===== config.mk =====
export PLATFORM = sky130hd
export DESIGN_NAME = picoctrl_prog_mem
export DESIGN_NICKNAME = d
export VERILOG_FILES = /design/src/rtl/picoctrl_prog_mem.sv
export SDC_FILE = /design/constraint.sdc
export NUM_CORES = 1
export LEC_CHECK = 0
export ABC_AREA = 1
export BUFFER_PORTS_ARGS = -buffer_cell sky130_fd_sc_hd__buf_2
export CAP_MARGIN = 20
export CORE_MARGIN = 2
export CORE_UTILIZATION = 27
export CTS_BUF_LIST = sky130_fd_sc_hd__clkbuf_16
export CTS_CLUSTER_SIZE = 25
export DETAILED_ROUTE_END_ITERATION = 8
export GPL_TIMING_DRIVEN = 0
export PLACE_DENSITY = 0.39
export REMOVE_ABC_BUFFERS = 1
export SYNTH_ARGS = -nofsm -noshare
export SYNTH_HDL_FRONTEND = slang
export SYNTH_SLANG_ARGS = --single-unit

===== constraint.sdc =====
create_clock -name clk -period 6.6 [get_ports clk]
set_clock_uncertainty 0.1 [all_clocks]
set_input_delay 0 -clock clk [delete_from_list [all_inputs] [get_ports clk]]
set_output_delay 0 -clock clk [all_outputs]
set_load 0.005 [all_outputs]

===== src/rtl/picoctrl_prog_mem.sv =====
`default_nettype none
// ============================================================================
// Module   : picoctrl_prog_mem
// Purpose  : Writable PicoCtrl program memory with a self-clear after reset,
//            a byte-serial download port and a 1-cycle registered fetch port.
// Revision : 1.0 - initial release
// ============================================================================
module picoctrl_prog_mem #(
    parameter int                ADDR_W   = 5,
    parameter int                DATA_W   = 16,
    parameter logic [DATA_W-1:0] NOP_WORD = '0
) (
    input  logic              clk,
    input  logic              reset,
    input  logic              fetch_en,
    input  logic [ADDR_W-1:0] fetch_addr,
    output logic [DATA_W-1:0] fetch_data,
    output logic              fetch_valid,
    input  logic              load_start,
    input  logic              load_byte_valid,
    input  logic [7:0]        load_byte,
    input  logic              load_end,
    output logic              load_ready,
    output logic              load_busy,
    output logic              load_done,
    output logic              load_err
);

    localparam int DEPTH = 2**ADDR_W;
    localparam int BYTES = DATA_W / 8;
    localparam int CNT_W = (BYTES > 1) ? $clog2(BYTES) : 1;

    localparam logic [CNT_W-1:0]  c_LAST_BYTE = CNT_W'(BYTES - 1);
    localparam logic [ADDR_W-1:0] c_LAST_ADDR = {ADDR_W{1'b1}};

    localparam logic [1:0] c_S_CLEAR = 2'd0;
    localparam logic [1:0] c_S_IDLE  = 2'd1;
    localparam logic [1:0] c_S_LOAD  = 2'd2;

    logic [1:0]        r_state;
    logic [1:0]        w_state_nxt;
    logic [ADDR_W-1:0] r_clr_ptr;
    logic [ADDR_W-1:0] r_wr_ptr;
    logic [CNT_W-1:0]  r_byte_cnt;
    logic [CNT_W-1:0]  w_cnt_nxt;
    logic              r_load_done;
    logic              r_load_err;
    logic [DATA_W-1:0] r_fetch_data;
    logic              r_fetch_valid;
    logic [DATA_W-1:0] r_mem [DEPTH];

    logic              w_accept;
    logic              w_word_done;
    logic              w_auto_end;
    logic              w_load_fin;
    logic              w_partial;
    logic [DATA_W-1:0] w_word;
    logic              w_mem_we;
    logic [ADDR_W-1:0] w_mem_waddr;
    logic [DATA_W-1:0] w_mem_wdata;
    logic              w_load_ready;
    logic              w_load_busy;

    // ------------------------------------------------------------------
    // FSM: state register / next-state / outputs
    // ------------------------------------------------------------------
    always_ff @(posedge clk) begin
        if (reset) begin
            r_state <= c_S_CLEAR;
        end else begin
            r_state <= w_state_nxt;
        end
    end

    always_comb begin
        w_state_nxt = r_state;
        case (r_state)
            c_S_CLEAR: if (r_clr_ptr == c_LAST_ADDR) w_state_nxt = c_S_IDLE;
            c_S_IDLE:  if (load_start)               w_state_nxt = c_S_LOAD;
            c_S_LOAD:  if (w_load_fin)               w_state_nxt = c_S_IDLE;
            default:                                 w_state_nxt = c_S_CLEAR;
        endcase
    end

    always_comb begin
        w_load_ready = 1'b0;
        w_load_busy  = 1'b1;
        case (r_state)
            c_S_IDLE: w_load_busy  = 1'b0;
            c_S_LOAD: w_load_ready = 1'b1;
            default:  ;
        endcase
    end

    // ------------------------------------------------------------------
    // Download control
    // ------------------------------------------------------------------
    assign w_accept    = load_byte_valid && (r_state == c_S_LOAD);
    assign w_word_done = w_accept && (r_byte_cnt == c_LAST_BYTE);
    assign w_auto_end  = w_word_done && (r_wr_ptr == c_LAST_ADDR);
    assign w_load_fin  = (r_state == c_S_LOAD) && (load_end || w_auto_end);
    assign w_cnt_nxt   = !w_accept   ? r_byte_cnt :
                         w_word_done ? '0         : r_byte_cnt + 1'b1;
    // A byte arriving with load_end is counted before the partial check
    assign w_partial   = load_end && (w_cnt_nxt != '0);

    always_ff @(posedge clk) begin
        if (reset) begin
            r_clr_ptr   <= '0;
            r_wr_ptr    <= '0;
            r_byte_cnt  <= '0;
            r_load_done <= 1'b0;
            r_load_err  <= 1'b0;
        end else begin
            r_load_done <= w_load_fin;
            if (r_state == c_S_CLEAR) begin
                r_clr_ptr <= r_clr_ptr + 1'b1;
            end
            if ((r_state == c_S_IDLE) && load_start) begin
                r_wr_ptr   <= '0;
                r_byte_cnt <= '0;
                r_load_err <= 1'b0;
            end else if (r_state == c_S_LOAD) begin
                r_byte_cnt <= w_load_fin ? '0 : w_cnt_nxt;
                if (w_word_done && !w_auto_end) begin
                    r_wr_ptr <= r_wr_ptr + 1'b1;
                end
                if (w_partial) begin
                    r_load_err <= 1'b1;
                end
            end
        end
    end

    // ------------------------------------------------------------------
    // Byte assembler, MSB-first
    // ------------------------------------------------------------------
    generate
        if (BYTES == 1) begin : g_asm_none
            assign w_word = load_byte;
        end else if (BYTES == 2) begin : g_asm_one
            logic [7:0] r_asm;
            always_ff @(posedge clk) begin
                if (reset) begin
                    r_asm <= '0;
                end else if (w_accept) begin
                    r_asm <= load_byte;
                end
            end
            assign w_word = {r_asm, load_byte};
        end else begin : g_asm_multi
            logic [DATA_W-9:0] r_asm;
            always_ff @(posedge clk) begin
                if (reset) begin
                    r_asm <= '0;
                end else if (w_accept) begin
                    r_asm <= {r_asm[DATA_W-17:0], load_byte};
                end
            end
            assign w_word = {r_asm, load_byte};
        end
    endgenerate

    // ------------------------------------------------------------------
    // Memory array: written by CLEAR or by completed download words only
    // ------------------------------------------------------------------
    assign w_mem_we    = (r_state == c_S_CLEAR) || w_word_done;
    assign w_mem_waddr = (r_state == c_S_CLEAR) ? r_clr_ptr : r_wr_ptr;
    assign w_mem_wdata = (r_state == c_S_CLEAR) ? NOP_WORD  : w_word;

    always_ff @(posedge clk) begin
        if (w_mem_we) begin
            r_mem[w_mem_waddr] <= w_mem_wdata;
        end
    end

    // Fetch is only served from IDLE, so it never collides with a write
    always_ff @(posedge clk) begin
        if (reset) begin
            r_fetch_data  <= NOP_WORD;
            r_fetch_valid <= 1'b0;
        end else if (fetch_en) begin
            if (r_state == c_S_IDLE) begin
                r_fetch_data  <= r_mem[fetch_addr];
                r_fetch_valid <= 1'b1;
            end else begin
                r_fetch_data  <= NOP_WORD;
                r_fetch_valid <= 1'b0;
            end
        end else begin
            r_fetch_valid <= 1'b0;
        end
    end

    assign fetch_data  = r_fetch_data;
    assign fetch_valid = r_fetch_valid;
    assign load_ready  = w_load_ready;
    assign load_busy   = w_load_busy;
    assign load_done   = r_load_done;
    assign load_err    = r_load_err;

endmodule
`default_nettype wire


==> impl_metrics.sql, run 1 <==
INSERT INTO impl_metrics (metric_group, metric, value, unit) VALUES
('die', 'die_h', '294', 'um'),
('clock_tree', 'cts-htree-levels', '2', ''),
('critical_path', 'worst_path_dominant_cell_family', 'simple AND/OR/NAND/NOR gates', ''),
('critical_path', 'path_class', 'reg2reg', ''),
('die', 'width_of_the_chip', '294', 'um'),
('global_routing', 'globalRoute.totalOverflow', '0', ''),
('clock_tree', 'cts.path.max_buffers', '3', ''),
('global_routing', 'groute.usage.overall', '15.6', '%'),
('sta', 'fmax', '0.295', 'GHz'),
('place', 'placement.setup.worst_slack', '3.17', 'ns'),
('clock_tree', 'numCtsBuffers', '61', ''),
('routing', 'via_count', '14791', ''),
('power_and_ir_drop', 'p_leak', '10.0', 'nW'),
('logic_synthesis', 'synth_sequential_area_ratio', '71.2', '%'),
('sta', 'rsz0062_at_grt', 'no', ''),
('min_path', 'timing.hold.worst.class', 'in2reg', ''),
('clock_tree', 'clock-sinks', '552', ''),
('critical_path', 'worst_setup_path_end_kind', 'register', ''),
('clock_tree', 'clk-insertion-delay-late', '0.63', 'ns'),
('critical_path', 'ordered_list_of_cells_on_the_worst_path', 'inv_1, nor2_4, nand2_1, inv_1, ha_1, inv_1, nand2_1, nand3_2, nor2_2, buf_8', ''),
('sta', 'final.min_clock_period', '3.39', 'ns'),
('logic_synthesis', 'post_synth_most_frequent_cells', '804 x sky130_fd_sc_hd__nand2_1, 512 x sky130_fd_sc_hd__edfxtp_1, 370 x sky130_fd_sc_hd__nand3_1', ''),
('routing', 'finalWirelength', '67.4', 'mm'),
('clock_tree', 'worst_setup_hold_path_clk_slew', '0.06', 'ns'),
('critical_path', 'r2r_end', 'r_mem[31][8]$_DFFE_PP_', ''),
('die', 'die-area', '86400', 'um2'),
('die', 'floorplan.initialDensity', '27.2', '%'),
('final_layout', 'final_core_area_utilization', '32.2', '%'),
('critical_path', 'worstSetupStartpointType', 'register', ''),
('clock_tree', 'cts_tree', 'built', ''),
('logic_synthesis', 'syn-mean-instance-area', '11.2', 'um2'),
('final_layout', 'synthToLayoutAreaGrowth', '18.1', '%'),
('critical_path', 'worstPathArrival', '3.62', 'ns'),
('outcome', 'status', 'finished, final reports clean', ''),
('critical_path', 'path_depth', '10', ''),
('critical_path', 'setup.reg_to_reg.worst_slack', '3.21', 'ns'),
('routing', 'wl_per_cell', '20.9', 'um'),
('logic_synthesis', 'netlist_area', '22700', 'um2'),
('critical_path', 'worst-path-max-fanout', '17', ''),
('global_routing', 'grt_max_degree', '137', ''),
('critical_path', 'slowest_stage', 'sky130_fd_sc_hd__nor2_2', ''),
('routing', 'drt_pass1_iterations', '5', ''),
('job', 'maxCapViolCount', '0', ''),
('logic_synthesis', 'synth.yosys.warnings', '0', ''),
('place', 'gpl.final_weighted_congestion', '0.760', ''),
('critical_path', 'crit_path_end', 'r_mem[31][8]$_DFFE_PP_', ''),
('critical_path', 'crit_required', '6.83', 'ns'),
('place', 'port_buffers', '39', ''),
('critical_path', 'critical_path_buf_inv_count', '4', ''),
('final_layout', 'fraction_of_layout_cells_with_a_size_suffix_above_1', '11.0', '%'),
('logic_synthesis', 'netlist-cell-type-count', '29', ''),
('logic_synthesis', 'post_synth_inst_count', '2032', ''),
('logic_synthesis', 'synth_top_cell_area_share', '67.7', '%'),
('critical_path', 'worst_reg2reg_path_startpoint', 'r_state[1]$_SDFFE_PP0P_', ''),
('logic_synthesis', 'synth.most_common_cell', 'sky130_fd_sc_hd__nand2_1', ''),
('logic_synthesis', 'synth_enable_flop_cells', '512', ''),
('routing', 'drc_errors', '0', ''),
('global_routing', 'grt_pass1_vias', '14509', ''),
('place', 'place_hpwl', '38.6', 'mm'),
('logic_synthesis', 'ys_ff_latch', '552', ''),
('global_routing', 'antenna_violations_before_repair', '1', ''),
('logic_synthesis', 'asyncSetResetFlopFracSynth', '0', '%'),
('power_and_ir_drop', 'vdd_ir_drop_max', '0.000185', 'V'),
('critical_path', 'cp_common_cell', 'sky130_fd_sc_hd__inv_1', ''),
('routing', 'first_iter_violations', '1119', ''),
('die', 'num_io_pins', '40', ''),
('critical_path', 'rr_worst_depth', '10', ''),
('sta', 'tightest_slew', '1.03', 'ns'),
('critical_path', 'cp_slowest_stage_delay', '0.73', 'ns'),
('logic_synthesis', 'ys.flop_type', 'sky130_fd_sc_hd__edfxtp_1', ''),
('final_layout', 'num-nets-final', '2110', '');
tightest hold or removal path: stages:
cell,delay (ns)
sky130_fd_sc_hd__dlygate4sd3_1,0.52
sky130_fd_sc_hd__buf_2,0.11
sky130_fd_sc_hd__a21oi_1,0.05
sky130_fd_sc_hd__nor3_1,0.12
cells in the final DEF, fill, tap and decap left out, drive strengths merged:
cell type,netlist,final
nand2,804,804
edfxtp,512,512
nand3,374,374
buf,87,84
inv,49,66
nor2,65,65
clkbuf,29,63
dfxtp,40,40
a21oi,37,37
clkinv,1,27
dlygate4sd3,0,23
o21ai,18,18
bufinv,0,8
nor3,8,8
ha,5,5
diode,0,3
a31oi,1,1
nand4,1,1
a211oi,1,1
cells by family (layout without fill, tap and decap cells):
family | count (synthesis) | count (layout) | synth area share [%]
AO/OA/AOI/OAI | 57 | 57 | 1.29
flip-flops | 552 | 552 | 71.2
buffers and inverters | 166 | 271 | 4.20
adder cells (fa/ha/maj) | 5 | 5 | 0.275
other | 0 | 3 | 0
AND/OR/NAND/NOR | 1252 | 1252 | 23.0
layout make-up:
| type | count | area (um2) |
|---|---|---|
| Tap cell | 1080 | 1350 |
| Sequential cell | 552 | 16200 |
| Antenna cell | 3 | 7.51 |
| Inverter | 50 | 210 |
| Timing Repair Buffer | 107 | 1290 |
| Clock inverter | 51 | 430 |
| Clock buffer | 63 | 1580 |
| Fill cell | 8371 | 56600 |
| Multi-Input combinational cell | 1314 | 5780 |
how the worst min path moves through the flow:
| stage | startpoint | to | cells past startpoint |
|---|---|---|---|
| 6_report | load_end | load_done$_SDFF_PP0_ | 4 |
| 3_3_place_gp | load_end | load_err$_SDFFE_PP0P_ | 3 |
| 5_1_grt | load_end | r_state[1]$_SDFFE_PP0P_ | 5 |
| 2_1_floorplan | reset | fetch_data[0]$_SDFFE_PP0P_ | 1 |
| 4_1_cts | load_end | load_done$_SDFF_PP0_ | 4 |
| 3_5_place_dp | load_end | load_err$_SDFFE_PP0P_ | 3 |
flip-flops by register name, summed over array words and instances (netlist names):
name             cells
r_wr_ptr             5
r_mem              512
fetch_data          16
r_clr_ptr            5
load_err             1
g_asm_one.r_asm      8
fetch_valid          1
r_byte_cnt           1
load_done            1
r_state              2
repair_timing:
| item | 4_1_cts | 5_1_grt |
|---|---|---|
| buffers inserted | 0 | 0 |
| hold endpoints to repair | 293 | 0 |
| hold buffers | 23 | 0 |
| resized for setup | 0 | 0 |
per-layer routing:
| metal | wire length (um) | global-route usage [%] |
|---|---|---|
| met1 | 31400 | 21.5 |
| met2 | 31800 | 25.7 |
| met3 | 2930 | 2.43 |
| met4 | 1170 | 3.85 |
| met5 | 0 | 0 |
report_power, final:
| part | switching [mW] | internal (mW) | leakage [nW] |
|---|---|---|---|
| Sequential | 0.00748 | 3.80 | 5.30 |
| Combinational | 0.299 | 0.110 | 3.65 |
| Clock | 1.40 | 2.03 | 1.05 |
metrics by stage:
| step | instances | hold slack (ns) | setup TNS [ns] | cell area [um2] | total power, mW |
|---|---|---|---|---|---|
| CTS | 3217 | 0.0810 | 0 | 26800 | 7.74 |
| global route | 3217 | 0.177 | 0 | 26800 | 7.92 |
| global placement | 3035 | 0.171 | -54.10 | 23500 | 4.29 |
| finish | 3220 | 0.115 | 0 | 26800 | 7.64 |
| detailed placement | 3080 | 0.176 | 0 | 24600 | 4.29 |
| floorplan | 1916 | -0.0309 | 0 | 21900 | 4.08 |
(Power assumes the default switching activity.)
==> run 2, diff against run 1 <==
--- a/config.mk
+++ b/config.mk
@@ -5,7 +5,7 @@
 export SDC_FILE = /design/constraint.sdc
 export NUM_CORES = 1
 export LEC_CHECK = 0
-export ABC_AREA = 1
+export ABC_AREA = 0
 export BUFFER_PORTS_ARGS = -buffer_cell sky130_fd_sc_hd__buf_2
 export CAP_MARGIN = 20
 export CORE_MARGIN = 2
@@ -14,7 +14,7 @@
 export CTS_CLUSTER_SIZE = 25
 export DETAILED_ROUTE_END_ITERATION = 8
 export GPL_TIMING_DRIVEN = 0
-export PLACE_DENSITY = 0.39
+export PLACE_DENSITY = 0.4
 export REMOVE_ABC_BUFFERS = 1
 export SYNTH_ARGS = -nofsm -noshare
 export SYNTH_HDL_FRONTEND = slang
==> constraint.sdc (replaced) <==
create_clock -name clk -period 2.76 [get_ports clk]
set_clock_uncertainty 0.1 [all_clocks]
set_input_delay 0 -clock clk [delete_from_list [all_inputs] [get_ports clk]]
set_output_delay 0 -clock clk [all_outputs]
set_load 0.005 [all_outputs]
==> impl_metrics.sql, run 2 <==
INSERT INTO impl_metrics (metric_group, metric, value, unit) VALUES
('die', 'num_io_pins', '40', ''),
('die', 'rows', '104', ''),
('critical_path', 'worstPathArrival', '2.85', 'ns'),
('sta', 'fmax', '0.379', 'GHz'),
('critical_path', 'critical_path_buf_inv_count', '4', ''),
('final_layout', 'final.fill_count', '7737', ''),
('final_layout', 'max_ffs_per_register', '512', ''),
('final_layout', 'fraction_of_layout_cells_with_a_size_suffix_above_1', '27.8', '%'),
('critical_path', 'ordered_list_of_cells_on_the_worst_path', 'nand2b_2, clkinvlp_4, nand2_4, inv_1, ha_4, nor3b_4, a32oi_4, buf_12, nor2_4, buf_16', ''),
('routing', 'wl_per_cell', '24.0', 'um'),
('logic_synthesis', 'synth-simple-area-share', '5.49', '%'),
('logic_synthesis', 'post_synth_inst_count', '1195', ''),
('sta', 'max_slew_margin', '24.7', '%'),
('place', 'dp.cells', '2279', ''),
('die', 'width_of_the_chip', '289', 'um'),
('sta', 'tightest_slew', '1.10', 'ns'),
('sta', 'timing_max_transition_violations_final', '0', ''),
('power_and_ir_drop', 'vdd_ir_drop_max', '0.000462', 'V'),
('outcome', 'status', 'finished, final reports clean', ''),
('clock_tree', 'clk_root_buffer_cell', 'sky130_fd_sc_hd__clkbuf_16', ''),
('logic_synthesis', 'synth-compound-area-share', '4.73', '%'),
('routing', 'via_count', '11437', ''),
('final_layout', 'num-nets-final', '1384', ''),
('critical_path', 'worstSetupStartpointType', 'register', ''),
('final_layout', 'synthToLayoutAreaGrowth', '24.6', '%'),
('sta', 'setup_viol', '0', ''),
('global_routing', 'globalRoute.totalOverflow', '0', ''),
('final_layout', 'multiInputGateArea', '5770', 'um2'),
('power_and_ir_drop', 'total_power_per_unit_cell_area', '636', 'nW/um2'),
('place', 'place_hpwl', '37.6', 'mm'),
('global_routing', 'groute.usage.overall', '14.3', '%'),
('routing', 'antenna_left', '0', ''),
('global_routing', 'grt_max_degree', '73', ''),
('logic_synthesis', 'synth_sequential_area_ratio', '73.8', '%'),
('routing', 'finalWirelength', '59.3', 'mm'),
('logic_synthesis', 'synth.yosys.warnings', '0', ''),
('final_layout', 'instances_no_fill', '2465', ''),
('critical_path', 'worst-path-max-fanout', '12', ''),
('final_layout', 'commonest_cells_after_routing_fill_and_taps_aside', '512 x sky130_fd_sc_hd__edfxtp_1, 100 x sky130_fd_sc_hd__mux2i_1, 80 x sky130_fd_sc_hd__mux4_2', ''),
('routing', 'first_iter_violations', '784', ''),
('die', 'die-area', '83500', 'um2'),
('logic_synthesis', 'ys_ff_latch', '552', ''),
('sta', 'setup_slack', '0.121', 'ns'),
('logic_synthesis', 'syn-mean-instance-area', '18.3', 'um2'),
('final_layout', 'final_core_area_utilization', '34.0', '%'),
('critical_path', 'worst_setup_path_end_kind', 'register', ''),
('sta', 'final.min_clock_period', '2.64', 'ns'),
('routing', 'drc_errors', '0', ''),
('clock_tree', 'worst_setup_hold_path_clk_slew', '0.06', 'ns'),
('logic_synthesis', 'netlist-cell-type-count', '45', ''),
('logic_synthesis', 'synth-adder-area-share', '0.285', '%'),
('routing', 'vias_per_cell', '4.64', ''),
('logic_synthesis', 'post_synth_most_frequent_cells', '512 x sky130_fd_sc_hd__edfxtp_1, 100 x sky130_fd_sc_hd__mux2i_1, 80 x sky130_fd_sc_hd__mux4_2', ''),
('routing', 'drt_pass1_iterations', '5', ''),
('die', 'floorplan.core_area', '80400', 'um2'),
('critical_path', 'worst_path_dominant_cell_family', 'simple AND/OR/NAND/NOR gates', ''),
('clock_tree', 'cts.path.max_buffers', '3', ''),
('place', 'port_buffers', '39', ''),
('final_layout', 'most_common_cell_after_layout_fill_and_taps_aside', 'sky130_fd_sc_hd__edfxtp_1', ''),
('die', 'die_h', '289', 'um'),
('logic_synthesis', 'synth_top_cell_area_share', '70.1', '%'),
('logic_synthesis', 'synth.most_common_cell', 'sky130_fd_sc_hd__edfxtp_1', ''),
('global_routing', 'wire_length_of_the_first_global_routing_pass', '86.4', 'mm'),
('final_layout', 'register_containing_the_most_flip_flops_in_the_final_layout', 'r_mem', ''),
('critical_path', 'crit_required', '2.97', 'ns'),
('logic_synthesis', 'asyncSetResetFlopFracSynth', '0', '%'),
('logic_synthesis', 'synth_enable_flop_cells', '512', ''),
('job', 'maxCapViolCount', '0', ''),
('logic_synthesis', 'combinational_family_with_the_most_area_after_synthesis', 'multiplexers', ''),
('critical_path', 'slowest_stage', 'sky130_fd_sc_hd__dfxtp_2', ''),
('logic_synthesis', 'cell_type_with_the_highest_aggregate_area_in_the_netlist', 'sky130_fd_sc_hd__edfxtp_1', ''),
('clock_tree', 'numCtsBuffers', '60', ''),
('clock_tree', 'clock-sinks', '552', ''),
('power_and_ir_drop', 'post_layout_power', '17.4', 'mW'),
('critical_path', 'cp_slowest_stage_delay', '0.38', 'ns'),
('place', 'gpl.final_weighted_congestion', '0.760', ''),
('sta', 'timing_hold_violations_final', '0', ''),
('clock_tree', 'clk-insertion-delay-late', '0.62', 'ns'),
('clock_tree', 'cts-htree-levels', '2', ''),
('logic_synthesis', 'post_synth_xor_area_fraction', '0.240', '%'),
('global_routing', 'antenna_violations_before_repair', '1', ''),
('die', 'floorplan.initialDensity', '27.3', '%'),
('clock_tree', 'cts_tree', 'built', ''),
('logic_synthesis', 'ys.flop_type', 'sky130_fd_sc_hd__edfxtp_1', ''),
('logic_synthesis', 'netlist_area', '21900', 'um2'),
('min_path', 'timing.hold.worst.class', 'in2reg', ''),
('sta', 'period_share', '95.6', '%'),
('logic_synthesis', 'yosys-mux-area-fraction', '13.7', '%'),
('final_layout', 'area.sequential', '16200', 'um2'),
('logic_synthesis', 'ys_top_cells_by_area', 'sky130_fd_sc_hd__edfxtp_1 70%, sky130_fd_sc_hd__mux4_2 8.2%, sky130_fd_sc_hd__mux2i_1 4.6%', ''),
('place', 'placement.setup.worst_slack', '-1.42', 'ns'),
('global_routing', 'grt_pass1_vias', '11987', ''),
('critical_path', 'path_class', 'reg2reg', ''),
('final_layout', 'n_antenna_cell', '0', ''),
('power_and_ir_drop', 'p_leak', '9.48', 'nW');
[run 2: changes by cell type after synthesis, moves of 24 or more]
cell                      previous run  this run
sky130_fd_sc_hd__a22oi_1             0        33
sky130_fd_sc_hd__buf_2              33         9
sky130_fd_sc_hd__inv_1              44         7
sky130_fd_sc_hd__mux2i_1             0       100
sky130_fd_sc_hd__mux4_2              0        80
sky130_fd_sc_hd__nand2_1           804        42
sky130_fd_sc_hd__nand3_1           370        10
sky130_fd_sc_hd__nor2b_1             0        51
[run 2: per-stage QoR]
stage                     area, um2  TNS (ns)  hold slack (ns)
after global routing          27300    -0.161           0.0782
after global placement        23100  -2151.51            0.162
final                         27300         0           0.0394
after detailed placement      24300   -536.99            0.167
after floorplan               21500   -260.90          -0.0309
after CTS                     27200         0          0.00583
[run 2: where the power goes]
group | switching (mW) | leakage (nW) | internal (mW)
sequential | 0.0249 | 5.59 | 9.10
clock | 3.20 | 0.929 | 4.22
combinational | 0.493 | 2.97 | 0.345
[run 2: final timing paths]
check | from | end | slack, ns | cells past startpoint
worst min register to register | r_byte_cnt$_SDFFE_PP0N_ | r_byte_cnt$_SDFFE_PP0N_ | 0.41 | 2
worst max-delay path | r_state[0]$_SDFFE_PP0P_ | r_mem[14][9]$_DFFE_PP_ | 0.12 | 10
worst max register to register | r_state[0]$_SDFFE_PP0P_ | r_mem[14][9]$_DFFE_PP_ | 0.12 | 10
worst min-delay path | fetch_addr[3] | fetch_data[2]$_SDFFE_PP0P_ | 0.04 | 4
[run 2: tightest hold or removal path, stage by stage]
cell and delay [ns]:
sky130_fd_sc_hd__buf_2 0.23, sky130_fd_sc_hd__nand2_1 0.13, sky130_fd_sc_hd__a2111oi_2 0.07, sky130_fd_sc_hd__nor4b_1 0.24
[run 2: logic make-up (layout without fill, tap and decap cells)]
| group | after synthesis | in the layout |
|---|---|---|
| simple gates | 220 | 220 |
| mux | 197 | 197 |
| compound gates | 138 | 138 |
| flops | 552 | 552 |
| buf+inv | 77 | 287 |
| fa+ha+maj | 5 | 5 |
| xor+xnor | 6 | 6 |
[run 2: area by class of cell]
type                       instances  share of cell area (%)
sequential                       552                    59.2
multi-input combinational        566                    21.1
clock buffer                      61                    5.59
inverter                           7                   0.110
timing repair buffer             173                    8.14
tap                             1060                    4.86
clock inverter                    46                   0.966
[run 2: timing repair]
action / CTS / global route
resized for setup: 41 / 8
hold endpoints to repair: 183 / 0
pin swaps: 21 / 7
buffers inserted: 34 / 14
hold buffers: 31 / 0
setup endpoints to repair: 517 / 270
[run 2: per-layer routing]
layer / up-vias / global-route usage [%] / share of wire [%]
met5: - / 0 / 0
met4: 0 / 3.45 / 2.2
met3: 84 / 2.63 / 4.2
met2: 214 / 23.2 / 48
met1: 5979 / 19.9 / 46
li1: 5160 / - / -
==> run 3, diff against run 2 <==
--- a/config.mk
+++ b/config.mk
@@ -15,6 +15,7 @@
 export DETAILED_ROUTE_END_ITERATION = 8
 export GPL_TIMING_DRIVEN = 0
 export PLACE_DENSITY = 0.4
+export RECOVER_POWER = 25
 export REMOVE_ABC_BUFFERS = 1
 export SYNTH_ARGS = -nofsm -noshare
 export SYNTH_HDL_FRONTEND = slang
==> impl_metrics.sql, run 3 (synthesized netlist as in run 2, its figures left out) <==
INSERT INTO impl_metrics (metric_group, metric, value, unit) VALUES
('outcome', 'status', 'finished, final reports clean', ''),
('routing', 'drc_errors', '0', ''),
('final_layout', 'num-nets-final', '1384', ''),
('clock_tree', 'clock-sinks', '552', ''),
('critical_path', 'worstPathArrival', '2.87', 'ns'),
('critical_path', 'path_class', 'reg2reg', ''),
('die', 'floorplan.core_area', '80400', 'um2'),
('final_layout', 'register_containing_the_most_flip_flops_in_the_final_layout', 'r_mem', ''),
('critical_path', 'crit_required', '2.97', 'ns'),
('die', 'die-area', '83500', 'um2'),
('critical_path', 'worstSetupStartpointType', 'register', ''),
('routing', 'vias_per_cell', '4.66', ''),
('critical_path', 'ordered_list_of_cells_on_the_worst_path', 'nand2b_2, clkinvlp_4, nand2_4, inv_1, ha_4, nor3b_4, a32oi_4, buf_12, nor2_4, buf_8', ''),
('global_routing', 'globalRoute.totalOverflow', '0', ''),
('place', 'port_buffers', '39', ''),
('power_and_ir_drop', 'vdd_ir_drop_max', '0.000464', 'V'),
('critical_path', 'rr_worst_depth', '10', ''),
('global_routing', 'groute.usage.overall', '14.3', '%'),
('min_path', 'timing.hold.worst.class', 'in2reg', ''),
('global_routing', 'grt_pass1_vias', '11987', ''),
('global_routing', 'antenna_violations_before_repair', '1', ''),
('final_layout', 'area.sequential', '16200', 'um2'),
('clock_tree', 'numCtsBuffers', '60', ''),
('sta', 'fmax', '0.376', 'GHz'),
('place', 'gpl.final_weighted_congestion', '0.760', ''),
('global_routing', 'wire_length_of_the_first_global_routing_pass', '86.4', 'mm'),
('final_layout', 'synthToLayoutAreaGrowth', '24.2', '%'),
('final_layout', 'instances_no_fill', '2465', ''),
('power_and_ir_drop', 'p_leak', '9.38', 'nW'),
('final_layout', 'multiInputGateArea', '5740', 'um2'),
('critical_path', 'worst-path-max-fanout', '13', ''),
('sta', 'timing_hold_violations_final', '0', ''),
('critical_path', 'slowest_stage', 'sky130_fd_sc_hd__dfxtp_2', ''),
('final_layout', 'most_common_cell_after_layout_fill_and_taps_aside', 'sky130_fd_sc_hd__edfxtp_1', ''),
('final_layout', 'final.fill_count', '7756', ''),
('die', 'width_of_the_chip', '289', 'um'),
('min_path', 'worst_hold_path_stage_count', '4', ''),
('global_routing', 'grt_max_degree', '73', ''),
('sta', 'tightest_slew', '1.42', 'ns'),
('clock_tree', 'cts-htree-levels', '2', ''),
('final_layout', 'n_antenna_cell', '0', ''),
('place', 'place_hpwl', '37.6', 'mm'),
('die', 'die_h', '289', 'um'),
('clock_tree', 'cts_tree', 'built', ''),
('die', 'floorplan.initialDensity', '27.3', '%'),
('routing', 'wl_per_cell', '24.1', 'um'),
('job', 'maxCapViolCount', '0', ''),
('routing', 'first_iter_violations', '745', ''),
('critical_path', 'cp_slowest_stage_delay', '0.38', 'ns'),
('die', 'rows', '104', ''),
('routing', 'via_count', '11495', ''),
('place', 'dp.cells', '2279', ''),
('power_and_ir_drop', 'total_power_per_unit_cell_area', '639', 'nW/um2'),
('clock_tree', 'worst_setup_hold_path_clk_slew', '0.06', 'ns'),
('final_layout', 'max_ffs_per_register', '512', ''),
('power_and_ir_drop', 'post_layout_power', '17.4', 'mW'),
('sta', 'timing_max_transition_violations_final', '0', ''),
('sta', 'final.min_clock_period', '2.66', 'ns'),
('sta', 'setup_viol', '0', ''),
('sta', 'period_share', '96.3', '%'),
('critical_path', 'worst_setup_path_end_kind', 'register', ''),
('clock_tree', 'clk_root_buffer_cell', 'sky130_fd_sc_hd__clkbuf_16', ''),
('clock_tree', 'cts.path.max_buffers', '3', ''),
('final_layout', 'final_core_area_utilization', '33.9', '%'),
('final_layout', 'commonest_cells_after_routing_fill_and_taps_aside', '512 x sky130_fd_sc_hd__edfxtp_1, 100 x sky130_fd_sc_hd__mux2i_1, 80 x sky130_fd_sc_hd__mux4_2', ''),
('routing', 'drt_pass1_iterations', '7', ''),
('die', 'num_io_pins', '40', ''),
('sta', 'max_slew_margin', '5.19', '%'),
('clock_tree', 'clk-insertion-delay-late', '0.62', 'ns'),
('routing', 'antenna_left', '0', ''),
('routing', 'finalWirelength', '59.3', 'mm'),
('final_layout', 'fraction_of_layout_cells_with_a_size_suffix_above_1', '25.5', '%');
-- run 3: power breakdown --
| group | switching, mW | total, mW | internal, mW |
|---|---|---|---|
| combinational | 0.493 | 0.837 | 0.344 |
| clock | 3.21 | 7.43 | 4.22 |
| sequential | 0.0248 | 9.13 | 9.10 |
-- run 3: through the flow --
| step | cell area (um2) | setup slack, ns | hold slack, ns | TNS, ns |
|---|---|---|---|---|
| CTS | 27200 | 0.0492 | 0.00583 | 0 |
| detailed placement | 24300 | -1.42 | 0.167 | -536.99 |
| floorplan | 21500 | -0.525 | -0.0309 | -260.90 |
| global route | 27200 | -0.0148 | 0.0782 | -0.161 |
| global placement | 23100 | -3.81 | 0.162 | -2151.51 |
| finish | 27200 | 0.103 | 0.0368 | 0 |
-- run 3: final timing paths --
kind                           start                          end  slack (ns)
max reg2reg  r_state[0]$_SDFFE_PP0P_      r_mem[24][13]$_DFFE_PP_        0.10
min reg2reg  r_byte_cnt$_SDFFE_PP0N_      r_byte_cnt$_SDFFE_PP0N_        0.41
max          r_state[0]$_SDFFE_PP0P_      r_mem[24][13]$_DFFE_PP_        0.10
min                    fetch_addr[3]  fetch_data[13]$_SDFFE_PP0P_        0.04
-- run 3: worst max-delay path, delay by kind of cell, from the launching register on --
kind                     cells  cell delay, ns
AO/OA/AOI/OAI                1            0.10
adder cells (fa/ha/maj)      1            0.18
buffers and inverters        4            0.68
flip-flops                   1            0.38
AND/OR/NAND/NOR              4            0.88
-- run 3: cell type report --
type                            count  area share, %
Clock buffer                       61           5.61
Clock inverter                     46          0.969
Inverter                            7          0.110
Multi-Input combinational cell    566           21.1
Sequential cell                   552           59.4
Tap cell                         1060           4.87
Timing Repair Buffer              173           7.96
-- run 3: layer usage --
| layer | track usage [%] | up-vias | part of all wire (%) |
|---|---|---|---|
| met4 | 3.45 | 0 | 2.1 |
| met2 | 23.2 | 216 | 48 |
| met5 | 0 | - | 0 |
| li1 | - | 5162 | - |
| met1 | 19.9 | 6036 | 46 |
| met3 | 2.63 | 81 | 4.1 |
-- run 3: repair_timing --
action | CTS | global route
setup buffers | 34 | 14
pin swaps | 21 | 7
gates cloned | 0 | 0
hold buffers | 31 | 0
setup endpoints to repair | 517 | 270
hold endpoints to repair | 183 | 0
resized for setup | 41 | 8
